--- src/rtl/if_fetch_unit_pkg.sv ---
// Shared types and constants for the instruction-fetch stage.
package if_pkg;

    localparam int WORD_SIZE   = 32;
    localparam int INSTR_BYTES = 4;

    // ISSUE: may request; WAIT: one request outstanding;
    // SQUASH: outstanding request is wrong-path, its data will be dropped.
    typedef enum logic [1:0] {
        ISSUE  = 2'd0,
        WAIT   = 2'd1,
        SQUASH = 2'd2
    } fetch_state_e;

    // Layout of one fetched pair at the default word size.
    typedef struct packed {
        logic [WORD_SIZE-1:0] pc;
        logic [31:0]          instr;
    } fetch_entry_t;

endpackage

--- src/rtl/if_fetch_unit_fetch_queue.sv ---
// Two-entry {pc, instr} FIFO toward decode with flush.
// Flush beats push and pop in the same cycle. While empty the head
// shows the most recently written slot so outputs never go X.
module fetch_queue
    import if_pkg::*;
#(
    parameter int WordSize = WORD_SIZE
) (
    input  logic                clk,
    input  logic                rst,
    input  logic                flush,
    input  logic                push,
    input  logic [WordSize-1:0] push_pc,
    input  logic [31:0]         push_instr,
    input  logic                pop,
    output logic [1:0]          count,
    output logic [WordSize-1:0] head_pc,
    output logic [31:0]         head_instr
);

    logic [WordSize-1:0] pc_mem    [0:1];
    logic [31:0]         instr_mem [0:1];
    logic                rd_ptr;
    logic                wr_ptr;
    logic                do_pop;
    logic                head_sel;

    assign do_pop = pop && (count != 2'd0);

    // Storage, pointers and occupancy.
    always_ff @(posedge clk) begin
        if (rst) begin
            count  <= 2'd0;
            rd_ptr <= 1'b0;
            wr_ptr <= 1'b0;
            for (int i = 0; i < 2; i++) begin
                pc_mem[i]    <= '0;
                instr_mem[i] <= '0;
            end
        end else if (flush) begin
            count  <= 2'd0;
            rd_ptr <= wr_ptr;
        end else begin
            if (push) begin
                pc_mem[wr_ptr]    <= push_pc;
                instr_mem[wr_ptr] <= push_instr;
                wr_ptr            <= ~wr_ptr;
            end
            if (do_pop)
                rd_ptr <= ~rd_ptr;
            case ({push, do_pop})
                2'b10:   count <= count + 2'd1;
                2'b01:   count <= count - 2'd1;
                default: count <= count;
            endcase
        end
    end

    // Head select: live head when occupied, last written slot when empty.
    always_comb begin
        head_sel   = (count != 2'd0) ? rd_ptr : ~wr_ptr;
        head_pc    = pc_mem[head_sel];
        head_instr = instr_mem[head_sel];
    end

    // Issue is gated on count<2 with one request in flight, so a push
    // into a full queue without a pop must never happen.
    a_no_overflow: assert property (@(posedge clk) disable iff (rst)
        !(push && !flush && (count == 2'd2) && !do_pop));

endmodule

--- src/rtl/if_fetch_unit.sv ---
// Instruction-fetch stage: owns fetch PC, issues one imem request at a
// time, buffers results in a 2-entry queue, and redirects on taken branch.
module if_fetch_unit
    import if_pkg::*;
#(
    parameter int                   WordSize    = WORD_SIZE,
    parameter logic [WordSize-1:0]  ResetVector = '0,
    parameter int                   InstrBytes  = INSTR_BYTES
) (
    input  logic                clk,
    input  logic                rst,
    input  logic                redirect,
    input  logic [WordSize-1:0] redirect_addr,
    output logic                imem_req,
    output logic [WordSize-1:0] imem_addr,
    input  logic                imem_gnt,
    input  logic                imem_rvalid,
    input  logic [31:0]         imem_rdata,
    output logic                if_valid,
    output logic [WordSize-1:0] if_pc,
    output logic [WordSize-1:0] if_npc,
    output logic [31:0]         if_instr,
    input  logic                id_ready
);

    localparam logic [WordSize-1:0] PcStep = WordSize'(InstrBytes);

    fetch_state_e        state;
    fetch_state_e        state_next;
    logic [WordSize-1:0] fetch_pc;
    logic [WordSize-1:0] req_pc;
    logic                handshake;
    logic                push;
    logic [1:0]          q_count;
    logic [WordSize-1:0] head_pc;
    logic [31:0]         head_instr;
    logic                unused_addr_lsbs;

    // Branch targets are word aligned; the low bits carry no information.
    assign unused_addr_lsbs = ^redirect_addr[1:0];

    assign imem_addr = fetch_pc;
    assign handshake = imem_req && imem_gnt;

    // Next state, request and push decode.
    always_comb begin
        state_next = state;
        imem_req   = 1'b0;
        push       = 1'b0;
        case (state)
            ISSUE: begin
                imem_req = !rst && (q_count != 2'd2) && !redirect;
                if (imem_req && imem_gnt)
                    state_next = WAIT;
            end
            WAIT: begin
                if (imem_rvalid) begin
                    push       = !redirect;
                    state_next = ISSUE;
                end else if (redirect) begin
                    state_next = SQUASH;
                end
            end
            SQUASH: begin
                if (imem_rvalid)
                    state_next = ISSUE;
            end
            default: state_next = ISSUE;
        endcase
    end

    // State register.
    always_ff @(posedge clk) begin
        if (rst)
            state <= ISSUE;
        else
            state <= state_next;
    end

    // Fetch PC: redirect wins; otherwise advance on an accepted request.
    always_ff @(posedge clk) begin
        if (rst) begin
            fetch_pc <= ResetVector;
            req_pc   <= '0;
        end else if (redirect) begin
            fetch_pc <= {redirect_addr[WordSize-1:2], 2'b00};
        end else if (handshake) begin
            req_pc   <= fetch_pc;
            fetch_pc <= fetch_pc + PcStep;
        end
    end

    fetch_queue #(.WordSize(WordSize)) u_queue (
        .clk        (clk),
        .rst        (rst),
        .flush      (redirect),
        .push       (push),
        .push_pc    (req_pc),
        .push_instr (imem_rdata),
        .pop        (id_ready),
        .count      (q_count),
        .head_pc    (head_pc),
        .head_instr (head_instr)
    );

    assign if_valid = (q_count != 2'd0);
    assign if_pc    = head_pc;
    assign if_npc   = head_pc + PcStep;
    assign if_instr = head_instr;

endmodule
--- config.mk ---
export PLATFORM = sky130hd
export DESIGN_NAME = if_fetch_unit
export DESIGN_NICKNAME = d
export VERILOG_FILES = /design/src/rtl/if_fetch_unit_pkg.sv /design/src/rtl/if_fetch_unit_fetch_queue.sv /design/src/rtl/if_fetch_unit.sv
export SDC_FILE = /design/constraint.sdc
export NUM_CORES = 1
export LEC_CHECK = 0
export ABC_AREA = 1
export BUFFER_PORTS_ARGS = -buffer_cell sky130_fd_sc_hd__buf_2
export CELL_PAD_IN_SITES_DETAIL_PLACEMENT = 0
export CELL_PAD_IN_SITES_GLOBAL_PLACEMENT = 1
export CORE_UTILIZATION = 31
export DETAILED_ROUTE_END_ITERATION = 12
export GPL_TIMING_DRIVEN = 0
export HOLD_SLACK_MARGIN = 0.08
export PLACE_DENSITY = 0.68
export SLEW_MARGIN = 20
export SYNTH_ARGS = -nofsm -noshare
export SYNTH_HDL_FRONTEND = slang
export SYNTH_SLANG_ARGS = --single-unit
--- constraint.sdc ---
create_clock -name clk -period 3.15 [get_ports clk]
set_input_delay 0.1575 -clock clk [delete_from_list [all_inputs] [get_ports clk]]
set_output_delay 0.1575 -clock clk [all_outputs]
set_load 0.02 [all_outputs]
==> results of run 1 <==
[tightest hold or removal path, delay by kind of cell]
kind	cells	cell delay [ps]
buffers and inverters	1	140
AND/OR/NAND/NOR	3	180
[layout make-up]
class | instances | area, sq um | area share
clock buffers | 17 | 425 | 0.0338
repair buffers | 247 | 1540 | 0.123
well taps | 402 | 503 | 0.0400
multi-input cells | 877 | 4030 | 0.320
plain buffers | 59 | 298 | 0.0237
flip-flops and latches | 190 | 5050 | 0.401
clock inverters | 15 | 161 | 0.0128
inverters | 152 | 571 | 0.0454
[Yosys cell counts, types with 5 or more instances]
cell type / instances / area share
a21oi_1: 41 / 0.021
o21ai_0: 37 / 0.019
nor2_1: 218 / 0.083
nor3_1: 9 / 0.0046
nand2_2: 19 / 0.012
xor2_1: 22 / 0.019
nand3_1: 84 / 0.043
inv_2: 5 / 0.0019
buf_1: 7 / 0.0027
inv_1: 145 / 0.055
nand2_4: 9 / 0.010
nand2_1: 358 / 0.14
edfxtp_1: 124 / 0.38
nand3b_1: 7 / 0.0053
nand4_1: 10 / 0.0063
dfxtp_1: 66 / 0.13
a31oi_1: 8 / 0.0051
a211oi_1: 8 / 0.0061
nor2_2: 11 / 0.0070
buf_4: 10 / 0.0076
o211ai_1: 6 / 0.0046
clkbuf_1: 31 / 0.012
buf_2: 7 / 0.0035
[logic make-up after synthesis]
kind of cell,Yosys count,share of synthesized area
compound gates,109,0.0611
simple gates,733,0.314
xor+xnor,26,0.0230
fa+ha+maj,3,0.00380
other cells,1,0.000379
flops,190,0.510
buf+inv,211,0.0878
[power breakdown]
| group | leakage (uW) | switching, uW | total [uW] | internal, uW |
|---|---|---|---|---|
| sequential | 0.00182 | 68.0 | 2810 | 2740 |
| clock | 0.000286 | 1090 | 2160 | 1070 |
| combinational | 0.00350 | 461 | 704 | 243 |
[how the worst max path moves through the flow]
stage | startpoint | end | slack (ps) | cells past startpoint
2_1_floorplan | state[0] | u_queue.instr_mem[0][0] | 160 | 7
3_3_place_gp | state[0] | u_queue.instr_mem[0][18] | -1260 | 7
4_1_cts | u_queue.count[1] | if_npc[18] | 20 | 12
5_1_grt | u_queue.count[0] | if_npc[18] | 20 | 14
6_report | u_queue.count[0] | if_npc[18] | 200 | 14
3_5_place_dp | u_queue.count[1] | if_npc[18] | 290 | 12
[through the flow]
stage	util	setup TNS [ps]	cell area [sq um]	std cells	setup slack, ps
5_1_grt	0.400	0	12600	1959	20.2
3_5_place_dp	0.363	0	11400	1873	291
3_3_place_gp	0.361	-147560	11400	1871	-1260
4_1_cts	0.399	0	12600	1959	24.9
6_report	0.400	0	12600	1959	197
2_1_floorplan	-	0	9910	1278	157
[registers in the layout, indices dropped and copies added (netlist names)]
register	count
u_queue.pc_mem	60
u_queue.wr_ptr	1
u_queue.instr_mem	64
imem_addr	30
state	2
u_queue.count	2
req_pc	30
u_queue.rd_ptr	1
[metal layers]
layer / wire length, um / GRT usage / vias up
li1: - / - / 4585
met1: 14500 / 0.254 / 4100
met2: 14600 / 0.326 / 266
met3: 1510 / 0.0295 / 25
met4: 410 / 0.0472 / 0
met5: 0 / 0 / -
[timing repair]
action	4_1_cts	5_1_grt
resized for setup	2	5
setup buffers	0	0
setup endpoints to repair	5	2
hold buffers	54	0
cloned	0	0
endpoints found under the hold margin	87	0
==> flow_metrics.py, run 1 <==
metrics = {
    "run_status": {
        "outcome": "completed",
    },
    "yosys": {
        "yosysUniqueCellTypes": 39,
        "syn_area_per_cell_sq_um": 7.77,
        "synth-edff-count": 124,
        "synth_area_sq_mm": 0.00989,
        "syn_inst": 1273,
        "synth-warning-count": 0,
        "seq_area_frac_synth": 0.510,
        "ys_ff_latch": 190,
        "dominantRegCellSynth": "edfxtp_1",
        "ys_async_sr_fraction": 0,
    },
    "grt": {
        "groute.usage.overall": 0.192,
        "grt-ovfl-total": 0,
        "grt_pass1_vias": 8584,
        "antenna_found_initial": 0,
        "grt_pass1_wl_um": 48100,
        "grt_max_degree": 49,
    },
    "setup_path": {
        "crit_chain": "inv_2 -> nand2_4 -> nand2_4 -> nand2_4 -> nand2_1 -> o21ai_2 -> inv_1 -> ha_4 -> nand3_2 -> inv_2 -> nand2_1 -> nor2_2 -> xor2_1 -> buf_2",
        "cpMostUsedCell": "nand2_4",
        "crit_family": "simple AND/OR/NAND/NOR gates",
        "r2r_slack_ps": 350,
        "crit_slowest_cell": "dfxtp_2",
        "critPathLaunchType": "flop",
        "crit_fanout": 10,
        "worstSetupPathType": "reg2out",
        "path_buf_inv": 4,
        "cp.required_ps": 2990,
        "worst_ep_arrival_time_ps": 2800,
        "r2r_end": "u_queue.instr_mem[0][17]",
        "r2r_start": "state[0]",
        "cpPeakStageDelay_ps": 350,
        "endpoint_kind": "output pin",
        "rr_worst_depth": 8,
    },
    "sta": {
        "min_period_ps": 2950,
        "finalSetupViolations": 0,
        "slew_violations": 0,
        "post-route-period-util": 0.937,
        "holdWs_ps": 89.1,
        "max_freq_mhz": 339,
        "slew-limit-headroom": 0.484,
        "finalHoldViolations": 0,
        "rsz0062_at_grt": "no",
        "worst_pin_slew_ps": 773,
        "final.setup_skew_ps": 11.6,
    },
    "clock_tree": {
        "cts_num_sinks": 190,
        "cts_root_buf": "clkbuf_16",
        "cts.reportedPaths.clkPinSlew_ps": 80,
        "cts_tree": "yes",
        "htreeDepth": 4,
        "cts_buffers": 17,
        "clockBufferDepth": 2,
        "clk_latency_ps": 440,
    },
    "detailed_routing": {
        "routed-via-count": 8976,
        "first_pass_iters": 5,
        "vias_per_cell": 4.58,
        "drc": 0,
        "drtIter0Drc": 514,
        "wl_per_cell_um": 15.8,
        "drt.antenna.violating_nets": 0,
        "drt_wl_total_um": 31000,
    },
    "floorplanning": {
        "core_area_sq_mm": 0.0315,
        "die_h_um": 181,
        "num_rows": 65,
        "io_pins": 200,
        "dieArea_sq_mm": 0.0326,
        "die_width_um": 181,
        "initial_core_util": 0.314,
    },
    "pwr": {
        "p_per_area_mw_per_mm2": 451,
        "leakage_uw": 0.00561,
        "vdd_drop_max_mv": 0.342,
        "total_power_uw": 5680,
    },
    "job": {
        "cap_violations": 0,
    },
    "worst_hold_path": {
        "whs_endpoint": "u_queue.wr_ptr",
        "min_path_cells": 4,
        "hp-class": "in2reg",
        "min_from": "rst",
    },
    "layout": {
        "layout-drive-gt1-share": 0.194,
        "fillers": 3310,
        "area_growth_pct": 27.2,
        "antenna_cells": 0,
        "nets": 1617,
        "final_common_cell": "nand2_1",
        "mostFrequentLayoutCells": "356 x nand2_1, 217 x nor2_1, 198 x buf_2",
    },
    "placement": {
        "gp_congestion": 0.888,
        "hpwl_um": 23000,
        "portBuffers": 191,
    },
}
No activity file was read; power rests on OpenSTA's default activity.
==> run 2: changes to the inputs <==
Settings changed: PLACE_DENSITY 0.68 to 0.65.
Clock period 3.15 ns to 2.79 ns, I/O delays scaled along.
==> flow_metrics.py, run 2 (same netlist as run 1, synthesis figures left out) <==
metrics = {
    "pwr": {
        "p_per_area_mw_per_mm2": 489,
        "leakage_uw": 0.00558,
        "total_power_uw": 6190,
        "vdd_drop_max_mv": 0.361,
    },
    "layout": {
        "layout-drive-gt1-share": 0.207,
        "finalNonFillerCells": 1962,
        "nets": 1620,
        "reg_top3": "u_queue.instr_mem (64), u_queue.pc_mem (60)",
        "top_register": "u_queue.instr_mem",
        "final_common_cell": "nand2_1",
        "fillers": 3244,
        "largest_reg_flops": 64,
        "mostFrequentLayoutCells": "343 x nand2_1, 208 x nor2_1, 196 x buf_2",
        "area_growth_pct": 28.2,
        "antenna_cells": 0,
    },
    "detailed_routing": {
        "vias_per_cell": 4.56,
        "first_pass_iters": 9,
        "wl_per_cell_um": 15.7,
        "drt.antenna.violating_nets": 0,
        "drt_wl_total_um": 30900,
        "drc": 2,
        "drtIter0Drc": 445,
        "routed-via-count": 8951,
    },
    "setup_path": {
        "cpMostUsedCell": "nand2_1",
        "endpoint_kind": "output pin",
        "crit_family": "simple AND/OR/NAND/NOR gates",
        "critPathLaunchType": "flop",
        "cp.required_ps": 2650,
        "crit_chain": "inv_1 -> nand2_8 -> nand3_1 -> nand2_1 -> nand2_1 -> nor2_2 -> nand2_1 -> nor2_1 -> xor2_1 -> buf_2",
        "r2r_slack_ps": 260,
        "cpPeakStageDelay_ps": 410,
        "path_depth": 10,
        "rr_worst_depth": 8,
        "crit_fanout": 10,
        "path_buf_inv": 2,
        "crit_slowest_cell": "dfxtp_1",
        "worst_ep_arrival_time_ps": 2480,
        "worstSetupPathType": "reg2out",
    },
    "grt": {
        "grt_pass1_vias": 8563,
        "groute.usage.overall": 0.192,
        "antenna_found_initial": 0,
        "grt_max_degree": 47,
        "grt_pass1_wl_um": 47900,
        "grt-ovfl-total": 0,
    },
    "worst_hold_path": {
        "hp-class": "in2reg",
        "min_path_cells": 4,
    },
    "clock_tree": {
        "cts.reportedPaths.clkPinSlew_ps": 70,
        "cts_tree": "yes",
        "clk_latency_ps": 440,
        "cts_root_buf": "clkbuf_16",
        "clockBufferDepth": 2,
        "cts_num_sinks": 190,
        "cts_buffers": 17,
        "htreeDepth": 4,
    },
    "floorplanning": {
        "initial_core_util": 0.314,
        "dieArea_sq_mm": 0.0326,
        "die_h_um": 181,
        "die_width_um": 181,
        "core_area_sq_mm": 0.0315,
        "num_rows": 65,
        "io_pins": 200,
    },
    "placement": {
        "hpwl_um": 23300,
        "gp_congestion": 0.859,
        "place_inst": 1873,
        "pre_cts_ws_ps": -162,
        "portBuffers": 191,
    },
    "sta": {
        "post-route-period-util": 0.937,
        "slew_violations": 0,
        "finalSetupViolations": 0,
        "setup_slack_ps": 175,
        "final.setup_skew_ps": 9.46,
        "min_period_ps": 2620,
        "rsz0062_at_grt": "no",
        "max_freq_mhz": 382,
        "worst_pin_slew_ps": 923,
        "finalHoldViolations": 0,
        "holdWs_ps": 96.4,
        "slew-limit-headroom": 0.385,
    },
    "run_status": {
        "violations": "design-rule violations",
        "outcome": "finished, violations left",
    },
    "job": {
        "cap_violations": 0,
    },
}
run 2: cell count changes in the layout (fill, tap and decap cells not counted), moves of 3 or more:
| cell | previous run | this run |
|---|---|---|
| nand2_1 | 356 | 343 |
| nand2_2 | 19 | 31 |
| nor2_1 | 217 | 208 |
| nor2_2 | 11 | 19 |
| clkinv_1 | 2 | 6 |
| clkinvlp_4 | 1 | 5 |
| inv_8 | 5 | 1 |
| clkinv_8 | 3 | 0 |
| nand2_8 | 0 | 3 |
run 2: power by group:
| part | internal, uW | switching [uW] | total (uW) |
|---|---|---|---|
| combinational | 281 | 525 | 806 |
| clock | 1140 | 1070 | 2210 |
| sequential | 3100 | 76.2 | 3180 |
run 2: area by class of cell:
| cell class | count | area [sq um] | area share |
|---|---|---|---|
| well taps | 402 | 503 | 0.0397 |
| flip-flops and latches | 190 | 5050 | 0.398 |
| repair buffers | 250 | 1570 | 0.124 |
| inverters | 152 | 571 | 0.0450 |
| clock inverters | 14 | 95.1 | 0.00750 |
| multi-input cells | 877 | 4150 | 0.327 |
| plain buffers | 59 | 308 | 0.0243 |
| clock buffers | 18 | 429 | 0.0339 |
run 2: metal layers:
layer  GRT usage  up-vias  share of wire
met4      0.0571        0          0.017
met5           0        -              0
li1            -     4587              -
met3      0.0305       33          0.045
met1       0.251     4085           0.46
met2       0.324      246           0.47
run 2: tightest hold or removal path, stage by stage:
cell,delay [ps]
buf_2,140
nor2_1,90
o21ai_0,80
a21oi_1,40
run 2: worst paths after layout:
| path | startpoint | endpoint |
|---|---|---|
| worst min-delay path | rst | u_queue.count[0] |
| worst max register to register | state[0] | u_queue.instr_mem[0][30] |
| worst max-delay path | u_queue.rd_ptr | if_npc[17] |
| worst min register to register | req_pc[5] | req_pc[5] |
run 2: metrics by stage:
stage	setup TNS [ps]	util	area, sq um
floorplan	0	-	9910
global route	0	0.403	12700
finish	0	0.403	12700
global placement	-80570	0.361	11400
CTS	0	0.400	12600
detailed placement	-4960	0.363	11400
run 2: what timing repair did:
action	4_1_cts	5_1_grt
endpoints found under the setup margin	46	94
setup buffers	0	1
gates resized for setup	16	28
hold endpoints to repair	89	0
gates cloned	0	0
hold buffers	56	0
pin swaps	0	1
==> run 3: changes to the inputs <==
Settings changed: CAP_MARGIN from default to 30, PLACE_DENSITY 0.65 to 0.68.
Clock period 2.79 ns to 2.3 ns, I/O delays scaled along.
==> flow_metrics.py, run 3 (same netlist as run 1, synthesis figures left out) <==
metrics = {
    "sta": {
        "min_period_ps": 2400,
        "post-route-period-util": 1.04,
        "worst_pin_slew_ps": 779,
        "slew_violations": 0,
        "max_freq_mhz": 416,
        "setup_slack_ps": -103,
        "finalSetupViolations": 23,
        "holdWs_ps": 111,
        "finalHoldViolations": 0,
        "slew-limit-headroom": 0.481,
        "final.setup.tns_ps": -1320,
        "final.setup_skew_ps": 17.0,
        "rsz0062_at_grt": "yes",
    },
    "grt": {
        "antenna_found_initial": 2,
        "grt_max_degree": 32,
        "grt_pass1_vias": 9011,
        "grt-ovfl-total": 0,
        "groute.usage.overall": 0.202,
        "grt_pass1_wl_um": 50500,
    },
    "layout": {
        "layout-drive-gt1-share": 0.297,
        "reg_top3": "u_queue.instr_mem (64), u_queue.pc_mem (60)",
        "final_common_cell": "nand2_1",
        "multi_input_area_sq_mm": 0.00473,
        "final-seq-area_sq_mm": 0.00506,
        "post-route-util": 0.445,
        "fillers": 3159,
        "largest_reg_flops": 64,
        "mostFrequentLayoutCells": "296 x nand2_1, 183 x nor2_1, 179 x buf_2",
        "top_register": "u_queue.instr_mem",
        "area_growth_pct": 41.8,
        "nets": 1684,
    },
    "clock_tree": {
        "clockBufferDepth": 2,
        "cts.reportedPaths.clkPinSlew_ps": 80,
        "cts_num_sinks": 190,
        "htreeDepth": 4,
        "cts_tree": "yes",
        "clk_latency_ps": 440,
        "cts_buffers": 17,
        "cts_root_buf": "clkbuf_16",
    },
    "setup_path": {
        "worst_ep_arrival_time_ps": 2290,
        "crit_fanout": 8,
        "crit_chain": "inv_4 -> nand2_8 -> nand2_8 -> buf_8 -> nand3_1 -> nand2_2 -> nand2_2 -> nor2_4 -> nand2_1 -> nor2_2 -> nand2_1 -> nand2_1 -> nand2_1 -> buf_2",
        "crit_start": "u_queue.count[1]",
        "r2r_slack_ps": 180,
        "rr_worst_depth": 10,
        "r2r_end": "imem_addr[28]",
        "r2r_start": "imem_addr[3]",
        "worstSetupPathType": "reg2out",
        "cp-endpoint": "if_npc[25]",
        "crit_slowest_cell": "dfxtp_4",
        "cp.required_ps": 2180,
        "cpPeakStageDelay_ps": 370,
        "critPathLaunchType": "flop",
        "endpoint_kind": "output pin",
        "cpMostUsedCell": "nand2_1",
    },
    "placement": {
        "hpwl_um": 22700,
        "gp_congestion": 0.893,
        "portBuffers": 191,
        "pre_cts_ws_ps": -758,
    },
    "job": {
        "cap_violations": 0,
    },
    "floorplanning": {
        "num_rows": 65,
        "dieArea_sq_mm": 0.0326,
        "die_h_um": 181,
        "die_width_um": 181,
        "io_pins": 200,
        "initial_core_util": 0.314,
        "core_area_sq_mm": 0.0315,
    },
    "detailed_routing": {
        "routed-via-count": 9418,
        "first_pass_iters": 6,
        "vias_per_cell": 4.65,
        "drtIter0Drc": 568,
        "drc": 0,
        "drt.antenna.violating_nets": 0,
        "drt_wl_total_um": 33100,
        "wl_per_cell_um": 16.3,
    },
    "run_status": {
        "outcome": "finished, violations left",
        "violations": "negative setup slack",
    },
    "worst_hold_path": {
        "hp-class": "in2reg",
    },
    "pwr": {
        "leakage_uw": 0.00622,
        "p_per_area_mw_per_mm2": 568,
        "vdd_drop_max_mv": 0.515,
    },
}
==> run 3: worst min-delay path by stage <==
stage / from / to / slack [ps] / cells past startpoint
2_1_floorplan: redirect_addr[3] / imem_addr[3] / 280 / 2
3_3_place_gp: redirect_addr[2] / imem_addr[2] / 390 / 3
3_5_place_dp: redirect_addr[2] / imem_addr[2] / 400 / 3
4_1_cts: redirect_addr[27] / imem_addr[27] / 90 / 6
5_1_grt: redirect_addr[29] / imem_addr[29] / 150 / 6
6_report: redirect_addr[27] / imem_addr[27] / 110 / 6
==> run 3: worst max-delay path, delay by kind of cell (launching register included) <==
family,cells,cell delay (ps)
buffers and inverters,3,360
AND/OR/NAND/NOR,11,1130
flip-flops,1,370
==> run 3: metal layers <==
layer	vias up	GRT usage	wire [um]
met5	-	0	0
met4	0	0.0516	477
met3	31	0.0293	1610
met2	296	0.337	15700
met1	4358	0.272	15300
li1	4733	-	-
==> run 3: repair_timing <==
action                                  in CTS  in global routing
hold endpoints to repair                    97                  0
cloned                                       4                  3
hold buffers                                63                  0
buffers inserted                            35                 19
pin swaps                                   39                 29
resized for setup                          166                 80
endpoints found under the setup margin     183                 91
==> run 3: cell type report <==
| type | instances | area share |
|---|---|---|
| clock buffer | 17 | 0.0303 |
| buffer | 59 | 0.0266 |
| clock inverter | 15 | 0.0126 |
| inverter | 152 | 0.0414 |
| multi-input combinational | 881 | 0.337 |
| tap | 402 | 0.0359 |
| antenna | 1 | 0.000179 |
| timing repair buffer | 310 | 0.155 |
| sequential | 190 | 0.361 |
==> run 3: power by group <==
| group | switching [uW] | leakage [uW] | internal [uW] |
|---|---|---|---|
| Clock | 1510 | 0.000296 | 1480 |
| Sequential | 95.0 | 0.00182 | 3760 |
| Combinational | 695 | 0.00410 | 414 |
==> run 3: through the flow <==
step                      instance area, sq um  power [uW]  cells
final                                    14000        7960   2027
after global routing                     14000        8270   2027
after CTS                                13500        7960   2005
after detailed placement                 11400        4820   1871
after global placement                   11400        4810   1871
after floorplan                           9950        4450   1278
